==> src/rtl/uart_pkg.sv <==
// Shared UART definitions: receiver state encoding, parity helper and legal
// parameter ranges used by both the receiver and the transmitter.
package uart_pkg;

    localparam int DATA_BITS_MIN  = 5;
    localparam int DATA_BITS_MAX  = 9;
    localparam int OVERSAMPLE_MIN = 8;
    localparam int OVERSAMPLE_MAX = 32;

    typedef enum logic [2:0] {
        ST_IDLE,
        ST_START,
        ST_DATA,
        ST_PARITY,
        ST_STOP,
        ST_WAIT_HIGH
    } rx_state_t;

    typedef struct packed {
        logic parity_err;
        logic frame_err;
    } rx_status_t;

    // Parity bit a transmitter appends; narrower characters are zero-extended.
    function automatic logic parity_calc(input logic [DATA_BITS_MAX-1:0] data, input logic odd);
        return (^data) ^ odd;
    endfunction

endpackage

==> src/rtl/uart_rx_os_if.sv <==
// Receiver-side bundle: serial line and oversample tick in, character and
// status out. master drives the line, slave is the receiver.
interface uart_rx_os_if #(
    parameter int DATA_BITS = 8
) ();
    logic                 rx_serial;
    logic                 os_tick;
    logic [DATA_BITS-1:0] data_out;
    logic                 rx_valid;
    logic                 parity_err;
    logic                 frame_err;
    logic                 busy;

    modport master (
        output rx_serial, os_tick,
        input  data_out, rx_valid, parity_err, frame_err, busy
    );

    modport slave (
        input  rx_serial, os_tick,
        output data_out, rx_valid, parity_err, frame_err, busy
    );
endinterface

==> src/rtl/uart_rx_os_sync2.sv <==
// Two-flop synchroniser resetting to the idle-high level, with a registered
// falling-edge flag aligned to the synchronised output.
module uart_sync2 (
    input  logic clk,
    input  logic rst_n,
    input  logic d,
    output logic q,
    output logic fall
);
    logic s1;

    always_ff @(posedge clk) begin
        if (!rst_n) begin
            s1   <= 1'b1;
            q    <= 1'b1;
            fall <= 1'b0;
        end else begin
            s1   <= d;
            q    <= s1;
            // High in the same cycle q first shows the new low level.
            fall <= q & ~s1;
        end
    end
endmodule

==> src/rtl/uart_rx_os.sv <==
// Oversampling UART receiver: start qualified at mid-bit, every data, parity
// and stop bit sampled at its centre, result delivered on a one-cycle pulse.
module uart_rx_os
    import uart_pkg::*;
#(
    parameter int DATA_BITS  = 8,
    parameter int OVERSAMPLE = 16,
    parameter int PARITY_EN  = 0,
    parameter int PARITY_ODD = 0,
    parameter int STOP_BITS  = 1
) (
    input logic         clk,
    input logic         rst_n,
    uart_rx_os_if.slave bus
);
    localparam int TW = $clog2(OVERSAMPLE);

    if (DATA_BITS < DATA_BITS_MIN || DATA_BITS > DATA_BITS_MAX) begin : g_bad_data_bits
        $error("uart_rx_os: DATA_BITS out of range");
    end
    if (OVERSAMPLE < OVERSAMPLE_MIN || OVERSAMPLE > OVERSAMPLE_MAX ||
        (OVERSAMPLE & (OVERSAMPLE - 1)) != 0) begin : g_bad_oversample
        $error("uart_rx_os: OVERSAMPLE must be a power of two in range");
    end
    if (STOP_BITS != 1 && STOP_BITS != 2) begin : g_bad_stop_bits
        $error("uart_rx_os: STOP_BITS must be 1 or 2");
    end
    if (PARITY_EN != 0 && PARITY_EN != 1) begin : g_bad_parity_en
        $error("uart_rx_os: PARITY_EN must be 0 or 1");
    end

    logic rx_s;
    logic rx_fall;

    uart_sync2 u_sync (
        .clk  (clk),
        .rst_n(rst_n),
        .d    (bus.rx_serial),
        .q    (rx_s),
        .fall (rx_fall)
    );

    rx_state_t            state, state_nxt;
    logic [TW-1:0]        tick_cnt, tick_cnt_nxt;
    logic [3:0]           bit_cnt, bit_cnt_nxt;
    logic [DATA_BITS-1:0] shreg, shreg_nxt;
    logic                 ferr_acc, ferr_acc_nxt;
    logic                 perr, perr_nxt;
    logic                 load;

    logic [DATA_BITS-1:0] data_q;
    logic                 valid_q;
    rx_status_t           status_q;

    logic mid_tick;
    assign mid_tick = bus.os_tick && (tick_cnt == TW'(OVERSAMPLE - 1));

    always_comb begin
        state_nxt    = state;
        tick_cnt_nxt = tick_cnt;
        bit_cnt_nxt  = bit_cnt;
        shreg_nxt    = shreg;
        ferr_acc_nxt = ferr_acc;
        perr_nxt     = perr;
        load         = 1'b0;

        unique case (state)
            ST_IDLE: begin
                if (rx_fall) begin
                    tick_cnt_nxt = '0;
                    state_nxt    = ST_START;
                end
            end
            ST_START: begin
                if (bus.os_tick) begin
                    if (tick_cnt == TW'(OVERSAMPLE / 2 - 1)) begin
                        if (rx_s) begin
                            state_nxt = ST_IDLE;
                        end else begin
                            tick_cnt_nxt = '0;
                            bit_cnt_nxt  = '0;
                            ferr_acc_nxt = 1'b0;
                            perr_nxt     = 1'b0;
                            state_nxt    = ST_DATA;
                        end
                    end else begin
                        tick_cnt_nxt = tick_cnt + TW'(1);
                    end
                end
            end
            ST_DATA: begin
                // tick_cnt wraps from OVERSAMPLE-1 to 0 by its width.
                if (bus.os_tick) tick_cnt_nxt = tick_cnt + TW'(1);
                if (mid_tick) begin
                    shreg_nxt = {rx_s, shreg[DATA_BITS-1:1]};
                    if (bit_cnt == 4'(DATA_BITS - 1)) begin
                        bit_cnt_nxt = '0;
                        state_nxt   = (PARITY_EN != 0) ? ST_PARITY : ST_STOP;
                    end else begin
                        bit_cnt_nxt = bit_cnt + 4'd1;
                    end
                end
            end
            ST_PARITY: begin
                if (bus.os_tick) tick_cnt_nxt = tick_cnt + TW'(1);
                if (mid_tick) begin
                    perr_nxt  = rx_s != parity_calc(DATA_BITS_MAX'(shreg), 1'(PARITY_ODD));
                    state_nxt = ST_STOP;
                end
            end
            ST_STOP: begin
                if (bus.os_tick) tick_cnt_nxt = tick_cnt + TW'(1);
                if (mid_tick) begin
                    if (bit_cnt == 4'(STOP_BITS - 1)) begin
                        load        = 1'b1;
                        bit_cnt_nxt = '0;
                        // A low final stop may be a break; wait for idle before re-arming.
                        state_nxt   = rx_s ? ST_IDLE : ST_WAIT_HIGH;
                    end else begin
                        bit_cnt_nxt  = bit_cnt + 4'd1;
                        ferr_acc_nxt = ferr_acc | ~rx_s;
                    end
                end
            end
            ST_WAIT_HIGH: begin
                if (rx_s) state_nxt = ST_IDLE;
            end
            default: state_nxt = ST_IDLE;
        endcase
    end

    always_ff @(posedge clk) begin
        if (!rst_n) begin
            state    <= ST_IDLE;
            tick_cnt <= '0;
            bit_cnt  <= '0;
            shreg    <= '0;
            ferr_acc <= 1'b0;
            perr     <= 1'b0;
        end else begin
            state    <= state_nxt;
            tick_cnt <= tick_cnt_nxt;
            bit_cnt  <= bit_cnt_nxt;
            shreg    <= shreg_nxt;
            ferr_acc <= ferr_acc_nxt;
            perr     <= perr_nxt;
        end
    end

    always_ff @(posedge clk) begin
        if (!rst_n) begin
            data_q   <= '0;
            valid_q  <= 1'b0;
            status_q <= '0;
        end else begin
            valid_q <= load;
            if (load) begin
                data_q              <= shreg;
                status_q.parity_err <= (PARITY_EN != 0) ? perr : 1'b0;
                status_q.frame_err  <= ferr_acc | ~rx_s;
            end
        end
    end

    assign bus.data_out   = data_q;
    assign bus.rx_valid   = valid_q;
    assign bus.parity_err = status_q.parity_err;
    assign bus.frame_err  = status_q.frame_err;
    assign bus.busy       = (state != ST_IDLE);

endmodule

==> src/flat_wrapper.sv <==
// flat-port wrapper written by rule: the top's interface ports become plain ports
module uart_rx_os_flat import uart_pkg::*;
#(
    parameter int DATA_BITS  = 8,
    parameter int OVERSAMPLE = 16,
    parameter int PARITY_EN  = 0,
    parameter int PARITY_ODD = 0,
    parameter int STOP_BITS  = 1
)
  (clk, rst_n, bus_rx_serial, bus_os_tick, bus_data_out, bus_rx_valid, bus_parity_err, bus_frame_err, bus_busy);
  uart_rx_os_if #(.DATA_BITS(DATA_BITS)) bus_i ();
  input logic clk;
  input logic rst_n;
  input wire logic [$bits(bus_i.rx_serial)-1:0] bus_rx_serial;
  input wire logic [$bits(bus_i.os_tick)-1:0] bus_os_tick;
  output wire logic [$bits(bus_i.data_out)-1:0] bus_data_out;
  output wire logic [$bits(bus_i.rx_valid)-1:0] bus_rx_valid;
  output wire logic [$bits(bus_i.parity_err)-1:0] bus_parity_err;
  output wire logic [$bits(bus_i.frame_err)-1:0] bus_frame_err;
  output wire logic [$bits(bus_i.busy)-1:0] bus_busy;
  assign bus_i.rx_serial = bus_rx_serial;
  assign bus_i.os_tick = bus_os_tick;
  assign bus_data_out = bus_i.data_out;
  assign bus_rx_valid = bus_i.rx_valid;
  assign bus_parity_err = bus_i.parity_err;
  assign bus_frame_err = bus_i.frame_err;
  assign bus_busy = bus_i.busy;
  uart_rx_os #(.DATA_BITS(DATA_BITS), .OVERSAMPLE(OVERSAMPLE), .PARITY_EN(PARITY_EN), .PARITY_ODD(PARITY_ODD), .STOP_BITS(STOP_BITS)) u_core (.clk(clk), .rst_n(rst_n), .bus(bus_i));
endmodule
==> config.mk <==
export PLATFORM = sky130hd
export DESIGN_NAME = uart_rx_os_flat
export DESIGN_NICKNAME = d
export VERILOG_FILES = /design/src/rtl/uart_pkg.sv /design/src/rtl/uart_rx_os_if.sv /design/src/rtl/uart_rx_os_sync2.sv /design/src/rtl/uart_rx_os.sv /design/src/flat_wrapper.sv
export SDC_FILE = /design/constraint.sdc
export NUM_CORES = 1
export LEC_CHECK = 0
export CAP_MARGIN = 20
export CORE_MARGIN = 1
export CORE_UTILIZATION = 45
export CTS_CLUSTER_SIZE = 12
export DETAILED_ROUTE_END_ITERATION = 10
export PLACE_DENSITY = 0.74
export SLEW_MARGIN = 10
export SYNTH_ARGS = -nofsm -noshare
export SYNTH_HDL_FRONTEND = slang
export SYNTH_SLANG_ARGS = --single-unit
==> constraint.sdc <==
create_clock -name clk -period 2.8 [get_ports clk]
set_input_delay 0.42 -clock clk [delete_from_list [all_inputs] [get_ports clk]]
set_output_delay 0.42 -clock clk [all_outputs]
set_load 0.1 [all_outputs]
==> impl_results.md <==
* Crit Path Max Fanout at 16
* RSZ-0062 raised after global routing: no
* Fin crit share at 73.19%
* Internal cell power at 0.0006255 W
* Vias in the first global route at 1,193
* TritonRoute pass-1 iters at 5
* Final Instance Area at 1744 sq um
* Footprint of the multi-input gates at 812.0 sq um
* Grt met3 use at 5.757%
* Clock Power Share at 31.0%
* Mapped Area at 1543 sq um
* Die Ht at 60.55 microns
* Post-synthesis sequential area ratio at 42.82%
* Final setup viols at 0
* Slew HR at 65.23%
* Row cnt at 20
* Initial Util at 48.93%
* Clock transition at path regs at 0.10 ns
* Commonest cells post-synth: 33 x dfxtp_1, 21 x nor2_1, 19 x mux2i_1
* Worst vdd ir at 0.0003495 V
* Setup crit end kind: register
* Prevailing post-synth register cell: dfxtp_1
* Grt ovf at 0
* GPL Wtd Cong at 0.8530
* Clk buf depth at 2
* Post-synth EDFFs at 0
* Worst EP arrival at 2.30 ns
* Hold Crit Depth at 1
* Worst path buffer plus inverter count at 0
* GR peak layer: met2
* I/O pin cnt at 16
* Synth Register Bits at 33
* Postcts setup bufs at 0
* Worst Reg2Reg Path Length in Cells at 5
* Slew Limit Fails at 0
* Cts bufs inserted at 5
* P per Cell Area at 492.3 nW/um^2
* Total power at 0.0008586 W
* P&R area growth vs syn at 13.06%
* Yosys top cell area share at 42.82%
* Worst min-delay path endpoint: u_core.u_sync.q$_SDFF_PN1_
* Measured slew at the worst slew-check pin at 0.5208 ns
* Status: finished clean
* CTS tree: yes
* CTS sink cnt at 33
* Crit-path max cell delay at 0.66 ns
* Hold buffer count at CTS at 0
* Gr usage total at 18.07%
* CTS root buf: clkbuf_4
* Leading area contributor after synthesis: dfxtp_1
* Later-pin clock latency in the skew report at 0.32 ns
* Reg2reg end: u_core.bit_cnt[3]$_SDFFE_PN0P_
* M1 GR Usage at 20.21%
* I/O Buffers at 14
* Via-per-instance ratio at 5.271
* Post-DR wirelength/cell at 12.23 microns
* WL final at 2.751 mm
* Skew final at 0.008753 ns
* DRC at 0
* Initial antenna violation count at 0
* Final setup TNS at 0 ns
* Share of post-route cells with drive strength above 1 at 16.02%
* Post-synthesis cell type count at 50
* Initial DRC count at 58
* FMAX at 488.0 MHz
* HPWL after DPL at 1.976 mm
* Largest net degree at the start of global routing at 20
* Hold_sp: u_core.u_sync.s1$_SDFF_PN1_
* Max-cap violations at 0
* Syn_area_per_cell at 9.350 sq um
* Final min period at 2.049 ns
* Die X at 60.55 microns
* Yosys warnings at 0
* Final hold vios at 0
* Register cell area after layout at 660.6 sq um
* Worst r2r src: u_core.state[0]$_SDFFE_PN0P_
* Core Region at 3153 sq um
* Total Die Area at 3666 sq um
* Kind of critical path: reg2reg
* # diodes at 0
* Comb pwr share at 11.8%
* Switching Fraction at 27.15%
* GR Layer Usage met2 at 30.77%
* Cell family with most CP delay: simple AND/OR/NAND/NOR gates
* Post_cts resized at 0
* First-pass GRT wire length at 4.878 mm
* Cell Area, Placed at 1685 sq um
* Min Hold Slack at 0.4469 ns
* Sequential Power Share at 57.1%
* Post-route antenna net violation count at 0
* R2R setup slack at 0.75 ns
* Most frequent cell after synthesis: dfxtp_1
* Leak at 0.7131 nW
* # nets final at 188
* Critical path launch point type: register
* DR vias at 1,186
* Async set-reset flop share out of synthesis at 0%
* Worst-path cell with the longest stage delay: dfxtp_1
* P_sw at 0.0002331 W
* Cell depth of the worst setup path at 5
* Mapped Cells at 165
* H-Tree Depth at 2
* Critical-path cell list: nand2b_1 -> nor4_2 -> a21oi_2 -> or4_1 -> a21oi_1
* Syn nets at 172
* Fill cells at 301
* Hold Path Class: reg2reg
* Worst Path Required at 3.05 ns
* Top post-synthesis cells by area: dfxtp_1 43%, mux2i_1 12%, nor2_1 5.1%, a21oi_1 2.9%, nand2b_1 2.8%
## flip-flops by register name, indices dropped and copies added (netlist names), 3 cells and up
register             count
u_core.bus.data_out      8
u_core.shreg             8
u_core.bit_cnt           4
u_core.state             3
u_core.tick_cnt          4
## power by group through the flow
stage | registers [W] | clock network [W] | logic (W)
2_1_floorplan | 0.000491 | 0 | 0.0000917
3_3_place_gp | 0.000501 | 0 | 0.000100
3_5_place_dp | 0.000501 | 0 | 0.000101
4_1_cts | 0.000490 | 0.000279 | 0.000102
5_1_grt | 0.000493 | 0.000296 | 0.000110
6_report | 0.000491 | 0.000266 | 0.000102
## cell usage in the layout, fill, tap and decap left out, types with 2 or more instances in the layout
master and count:
a21oi_1 9, mux2i_1 19, nand3_1 4, clkbuf_4 5
o211ai_1 2, inv_1 5, ha_1 3, buf_4 14
nor2_1 21, nor3_1 2, nor4_1 2, o21ai_0 2
nand2b_1 7, nor2b_1 5, nand2_1 9, dfxtp_1 33
clkdlybuf4s50_1 3, or3_1 3
## layer usage
| metal | share of wire [%] | vias to the layer above |
|---|---|---|
| li1 | - | 614 |
| met3 | 5.7 | 4 |
| met1 | 46 | 539 |
| met5 | 0 | - |
| met2 | 48 | 29 |
| met4 | 1.1 | 0 |
## worst max path at each step
stage	from	end	slack, ns
after detailed placement	bus_os_tick	u_core.bit_cnt[3]$_SDFFE_PN0P_	0.44
after floorplan	u_core.state[0]$_SDFFE_PN0P_	u_core.tick_cnt[2]$_SDFFE_PN0P_	0.92
after CTS	u_core.state[0]$_SDFFE_PN0P_	u_core.bit_cnt[3]$_SDFFE_PN0P_	0.76
after global placement	bus_os_tick	u_core.bit_cnt[3]$_SDFFE_PN0P_	0.53
after global routing	u_core.state[0]$_SDFFE_PN0P_	u_core.bit_cnt[3]$_SDFFE_PN0P_	0.54
final	u_core.state[0]$_SDFFE_PN0P_	u_core.bit_cnt[3]$_SDFFE_PN0P_	0.75
## per-stage QoR
stage / worst slack [ns] / util, % / instances
2_1_floorplan: 0.9171 / - / 165
3_3_place_gp: 0.5272 / 53.45 / 218
3_5_place_dp: 0.4418 / 53.45 / 218
4_1_cts: 0.7609 / 55.32 / 225
5_1_grt: 0.5444 / 55.32 / 225
6_report: 0.7506 / 55.32 / 225
## final cells by class
cell class	count	share of cell area (%)
clock buffers	6	2.941
well taps	44	3.156
inverters	6	1.291
clock inverters	1	0.4304
repair buffers	17	7.748
multi-input cells	118	46.56
flip-flops and latches	33	37.88
## cell families (layout without fill, tap and decap cells)
kind of cell,after synthesis,after routing,synth area share [%]
simple gates,69,69,26.20
flops,33,33,42.82
compound gates,26,26,11.44
mux,19,19,12.33
buf+inv,14,30,4.541
fa+ha+maj,3,3,2.433
other cells,1,1,0.2431
No activity file was read; power rests on OpenSTA's default activity.
